### src/rtl/axi_lite_regfile_slv.sv
// axi_lite_regfile_slv: AXI4-Lite slave register bank with byte strobes, exported flat on reg_o.
// Define AXI_LITE_REGFILE_RO_EN to make registers flagged in RO_MASK reject writes with SLVERR.
module axi_lite_regfile_slv #(
    parameter int AXI_ADDR_WIDTH = 3,
    parameter int AXI_DATA_WIDTH = 16,
    parameter int NUM_REGS = 4,
    parameter logic [NUM_REGS-1:0] RO_MASK = '0
) (
    input  logic                               clk_i,
    input  logic                               rst_i,
    input  logic [AXI_ADDR_WIDTH-1:0]          aw_addr_i,
    input  logic [2:0]                         aw_prot_i,
    input  logic                               aw_valid_i,
    output logic                               aw_ready_o,
    input  logic [AXI_DATA_WIDTH-1:0]          w_data_i,
    input  logic [AXI_DATA_WIDTH/8-1:0]        w_strb_i,
    input  logic                               w_valid_i,
    output logic                               w_ready_o,
    output logic [1:0]                         b_resp_o,
    output logic                               b_valid_o,
    input  logic                               b_ready_i,
    input  logic [AXI_ADDR_WIDTH-1:0]          ar_addr_i,
    input  logic [2:0]                         ar_prot_i,
    input  logic                               ar_valid_i,
    output logic                               ar_ready_o,
    output logic [AXI_DATA_WIDTH-1:0]          r_data_o,
    output logic [1:0]                         r_resp_o,
    output logic                               r_valid_o,
    input  logic                               r_ready_i,
    output logic [NUM_REGS*AXI_DATA_WIDTH-1:0] reg_o
);
    localparam int OFF = $clog2(AXI_DATA_WIDTH / 8);
    localparam int IW = AXI_ADDR_WIDTH - OFF;
    localparam int SW = AXI_DATA_WIDTH / 8;

    typedef enum logic {W_IDLE, W_RESP} w_state_t;
    typedef enum logic {R_IDLE, R_RESP} r_state_t;

    w_state_t w_state, w_state_n;
    r_state_t r_state, r_state_n;
    logic aw_held, w_held;
    logic [IW-1:0] aw_idx_q;
    logic [AXI_DATA_WIDTH-1:0] w_data_q;
    logic [SW-1:0] w_strb_q;
    logic [AXI_DATA_WIDTH-1:0] regs [NUM_REGS];
    logic aw_fire, w_fire, ar_fire, commit, w_err, r_err;
    logic [IW-1:0] w_idx, r_idx;
    logic [AXI_DATA_WIDTH-1:0] w_data;
    logic [SW-1:0] w_strb;
    logic unused_ok;

    assign unused_ok = ^{aw_prot_i, ar_prot_i, aw_addr_i, ar_addr_i, RO_MASK};

    // Readies are gated by rst_i so they stay low while reset is asserted.
    always_comb begin
        aw_ready_o = w_state == W_IDLE && !aw_held && !rst_i;
        w_ready_o  = w_state == W_IDLE && !w_held && !rst_i;
        b_valid_o  = w_state == W_RESP;
        aw_fire    = aw_valid_i && aw_ready_o;
        w_fire     = w_valid_i && w_ready_o;
        w_idx      = aw_held ? aw_idx_q : aw_addr_i[AXI_ADDR_WIDTH-1:OFF];
        w_data     = w_held ? w_data_q : w_data_i;
        w_strb     = w_held ? w_strb_q : w_strb_i;
        commit     = (aw_held || aw_fire) && (w_held || w_fire);
        w_err      = 32'(w_idx) >= NUM_REGS;
`ifdef AXI_LITE_REGFILE_RO_EN
        if (!w_err) w_err = RO_MASK[w_idx];
`endif
        w_state_n  = w_state == W_IDLE ? (commit ? W_RESP : W_IDLE) : (b_ready_i ? W_IDLE : W_RESP);
    end

    always_ff @(posedge clk_i or posedge rst_i) begin
        if (rst_i) begin
            w_state  <= W_IDLE;
            aw_held  <= 1'b0;
            w_held   <= 1'b0;
            aw_idx_q <= '0;
            w_data_q <= '0;
            w_strb_q <= '0;
            b_resp_o <= 2'b00;
            for (int i = 0; i < NUM_REGS; i++) regs[i] <= '0;
        end else begin
            w_state <= w_state_n;
            aw_held <= (aw_held || aw_fire) && !commit;
            w_held  <= (w_held || w_fire) && !commit;
            if (aw_fire) aw_idx_q <= aw_addr_i[AXI_ADDR_WIDTH-1:OFF];
            if (w_fire) begin
                w_data_q <= w_data_i;
                w_strb_q <= w_strb_i;
            end
            if (commit) b_resp_o <= w_err ? 2'b10 : 2'b00;
            for (int i = 0; i < NUM_REGS; i++)
                for (int k = 0; k < SW; k++)
                    if (commit && !w_err && w_idx == IW'(i) && w_strb[k])
                        regs[i][8*k +: 8] <= w_data[8*k +: 8];
        end
    end

    always_comb begin
        ar_ready_o = r_state == R_IDLE && !rst_i;
        r_valid_o  = r_state == R_RESP;
        ar_fire    = ar_valid_i && ar_ready_o;
        r_idx      = ar_addr_i[AXI_ADDR_WIDTH-1:OFF];
        r_err      = 32'(r_idx) >= NUM_REGS;
        r_state_n  = r_state == R_IDLE ? (ar_fire ? R_RESP : R_IDLE) : (r_ready_i ? R_IDLE : R_RESP);
    end

    // Reads sample regs before this edge's write lands, so a colliding read sees the old value.
    always_ff @(posedge clk_i or posedge rst_i) begin
        if (rst_i) begin
            r_state  <= R_IDLE;
            r_data_o <= '0;
            r_resp_o <= 2'b00;
        end else begin
            r_state <= r_state_n;
            if (ar_fire) begin
                r_data_o <= r_err ? '0 : regs[r_idx];
                r_resp_o <= r_err ? 2'b10 : 2'b00;
            end
        end
    end

    for (genvar g = 0; g < NUM_REGS; g++) begin : g_out
        assign reg_o[g*AXI_DATA_WIDTH +: AXI_DATA_WIDTH] = regs[g];
    end
endmodule

### config.mk
export PLATFORM = sky130hd
export DESIGN_NAME = axi_lite_regfile_slv
export DESIGN_NICKNAME = d
export VERILOG_FILES = /design/src/rtl/axi_lite_regfile_slv.sv
export SDC_FILE = /design/constraint.sdc
export NUM_CORES = 1
export LEC_CHECK = 0
export CAP_MARGIN = 20
export CELL_PAD_IN_SITES_DETAIL_PLACEMENT = 1
export CELL_PAD_IN_SITES_GLOBAL_PLACEMENT = 1
export CORE_MARGIN = 4
export CORE_UTILIZATION = 36
export DETAILED_ROUTE_END_ITERATION = 6
export MAX_ROUTING_LAYER = met4
export PLACE_DENSITY = 0.88
export SYNTH_ARGS = -nofsm -noshare
export SYNTH_HDL_FRONTEND = slang
export SYNTH_SLANG_ARGS = --single-unit
### constraint.sdc
create_clock -name clk_i -period 3.4 [get_ports clk_i]
set_input_delay 0.68 -clock clk_i [delete_from_list [all_inputs] [get_ports clk_i]]
set_output_delay 0.68 -clock clk_i [all_outputs]
set_load 0.03 [all_outputs]
==> impl_metrics.yaml <==
run_status:
  status: "finished clean"
grt:
  antenna_found_initial: 0
  grt_pass1_wl_um: 19820
  use_met3_pct: 3.575
  grt_usage_pct: 18.33
  met1_usage_pct: 21.48
  overflow: 0
  met2_usage_pct: 31.94
  grt_max_degree: 90
  first_global_vias: 3364
  busiest_layer: "met2"
power:
  p_leak_nw: 2.677
  p_comb_share_pct: 48.8
  switchingPower_mw: 2.520
  peakVddDrop_mv: 0.4677
  p_clk_share_pct: 15.9
  seq_power_share_pct: 35.3
  swShare_pct: 39.56
  power_density_mw_per_mm2: 1002
  p_int_mw: 3.850
setup_path:
  startpoint_type: "primary input"
  reg2reg_depth: 4
  cp_cell_sequence: "clkdlybuf4s50_1, nor3_1, clkdlybuf4s50_1"
  end_kind: "output pin"
  r2r-end: "reg_o[57]"
  cp.required_ns: 2.72
  rrSetupSlack_ns: 0.85
  critPathKind: "in2out"
  crit_fanout: 6
  crit_slowest_cell: "clkdlybuf4s50_1"
  cp.arrival_ns: 2.22
  critPathMaxStageDelay_ns: 0.72
  crit_path_frequent_cell: "clkdlybuf4s50_1"
  worstReg2RegStart: "w_held"
sta:
  final_max_slew_viol_count: 0
  setup_viol: 0
  finClkSkew_ns: 0.008022
  worstMarginPinSlew_ns: 0.7117
  setup-tns-final_ns: 0
  finalCritPeriodShare_pct: 85.22
  hold_ws_ns: 0.5019
  period_needed_ns: 2.897
  hold_viol: 0
  rsz0062_at_grt: "no"
  fmax_mhz: 345.1
  relSlewSlack_pct: 52.55
route:
  wl_um: 12770
  vias: 2941
  via_per_inst: 5.010
  drt_iter0_drc: 81
  drc: 0
  dr.pass1.iters: 4
  wl_per_cell_um: 21.75
  ant_nets: 0
cells_and_area:
  fillers: 1257
  final_core_util_pct: 50.17
  multi_input_area_mm2: 0.002002
  nets: 448
  seqCellArea_mm2: 0.002603
  n_antenna_cell: 0
  instances_no_fill: 587
  area_growth_pct: 35.78
  drive_gt1_share_pct: 40.00
logic_synthesis:
  yosys_warnings: 0
  ys_types: 21
  avgSynthCellArea_um2: 16.37
  synthCells: 286
  synth_area_leaders: "dfrtp_1, mux2_2, mux4_2"
  synth.largest_area_cell: "dfrtp_1"
  syn_area_mm2: 0.004682
  seq_area_frac_synth_pct: 55.59
  synth-seq-cells: 104
  synth_top_area_share_pct: 55.59
cts:
  tritoncts: "done"
  cts.hold.buffers_added: 0
  clk_latency_ns: 0.34
  post_cts_buffers: 0
  clockBufferDepth: 2
  clkTransAtPathRegs_ns: 0.07
  clock_sinks: 104
  cts_buffers: 9
  ctsResizeCount: 0
  cts.htree.levels: 3
  clock-root-buffer: "clkbuf_16"
floorplan:
  io-pin-count: 126
  die_h_um: 122.0
  initial_core_util_pct: 36.95
  core-area_mm2: 0.01267
  fp.dieW_um: 122.0
  rows: 41
  die_area_mm2: 0.01489
hold_path:
  holdPathEnd: "w_data_q[13]"
  hp-class: "reg2reg"
  holdPathStages: 1
  worstHoldStart: "w_data_q[13]"
run:
  maxCapViolCount: 0
placed_design:
  placed_cells: 572
  dp_hpwl_um: 9269
  io_buffer_count: 113
  gp_congestion: 0.7618
[final cells by class]
type | instances | area share [%]
multi-input combinational | 168 | 31.49
inverter | 2 | 0.1771
timing repair buffer | 126 | 19.52
clock buffer | 10 | 3.602
sequential | 104 | 40.94
tap | 172 | 3.385
clock inverter | 5 | 0.8857
[layer usage]
| layer | vias up | part of all wire, % |
|---|---|---|
| met4 | 0 | 2.0 |
| met2 | 67 | 54 |
| met5 | - | 0 |
| met3 | 16 | 3.2 |
| li1 | 1296 | - |
| met1 | 1562 | 41 |
[logic make-up after synthesis]
family	Yosys count	synth area share, %
AOI/OAI and AO/OA	3	0.7484
buffers and inverters	17	1.897
DFF	104	55.59
muxes	139	37.23
other	1	0.08009
and+or+nand+nor	22	4.463
[worst max-delay path: cells and delay by family]
kind                   cells  cell delay [ns]
buffers and inverters      2             1.28
and+or+nand+nor            1             0.25
[layout by cell type, fill, tap and decap left out]
cell,synthesis,layout
a21o_1,1,1
and2_1,2,2
buf_12,0,1
buf_4,5,12
bufinv_16,0,1
clkbuf_1,2,1
clkbuf_16,0,9
clkdlybuf4s50_1,0,113
clkinv_2,0,2
clkinvlp_4,0,2
conb_1,1,4
dfrtp_1,104,104
inv_1,2,1
inv_6,0,1
mux2_1,8,8
mux2_2,110,110
mux2i_1,4,4
mux2i_2,1,1
mux4_2,16,16
nand2_1,5,5
nor2_1,2,2
nor3_1,3,3
nor3_4,8,8
nor3b_2,2,2
o21a_1,1,1
o22ai_4,1,1
[cells in the mapped netlist]
| master | instances |
|---|---|
| clkbuf_1 | 2 |
| nor2_1 | 2 |
| and2_1 | 2 |
| mux4_2 | 16 |
| mux2i_2 | 1 |
| inv_1 | 2 |
| nor3_4 | 8 |
| dfrtp_1 | 104 |
| o21a_1 | 1 |
| nor3_1 | 3 |
| nor3b_2 | 2 |
| mux2_1 | 8 |
| nand2_1 | 5 |
| buf_4 | 5 |
| mux2_2 | 110 |
| mux2i_1 | 4 |
| conb_1 | 1 |
| o22ai_4 | 1 |
| buf_1 | 3 |
| buf_2 | 5 |
| a21o_1 | 1 |
[per-stage QoR]
stage               setup slack [ns]  total power, mW  cell area, µm²
global placement              0.4680            5.250            6072
CTS                           0.4691            6.455            6357
global route                  0.3816            6.695            6357
floorplan                     0.9378            4.082            4697
detailed placement            0.4154            5.405            6072
finish                        0.5027            6.370            6357
[power groups by stage]
stage | combinational (mW) | sequential (mW) | clock (mW)
2_1_floorplan | 1.13 | 2.95 | 0
3_3_place_gp | 3.03 | 2.22 | 0
3_5_place_dp | 3.13 | 2.27 | 0
4_1_cts | 3.15 | 2.26 | 1.05
5_1_grt | 3.26 | 2.33 | 1.10
6_report | 3.11 | 2.25 | 1.01
[how the worst max path moves through the flow]
stage / from / to / slack [ns] / cells after the start
2_1_floorplan: rst_i / w_data_q[0] / 0.94 / 5
3_3_place_gp: rst_i / reg_o[58] / 0.47 / 5
3_5_place_dp: rst_i / reg_o[60] / 0.42 / 5
4_1_cts: rst_i / w_ready_o / 0.47 / 3
5_1_grt: rst_i / w_ready_o / 0.38 / 3
6_report: rst_i / w_ready_o / 0.50 / 3
[state kept, by name (all words and copies together) (netlist names)]
register and flops:
reg_o 64, b_valid_o 1, w_held 1, aw_held 1, r_data_o 16, aw_idx_q 2, w_data_q 16, w_strb_q 2
r_valid_o 1
Note: power is estimated with default switching activity, not from simulation.
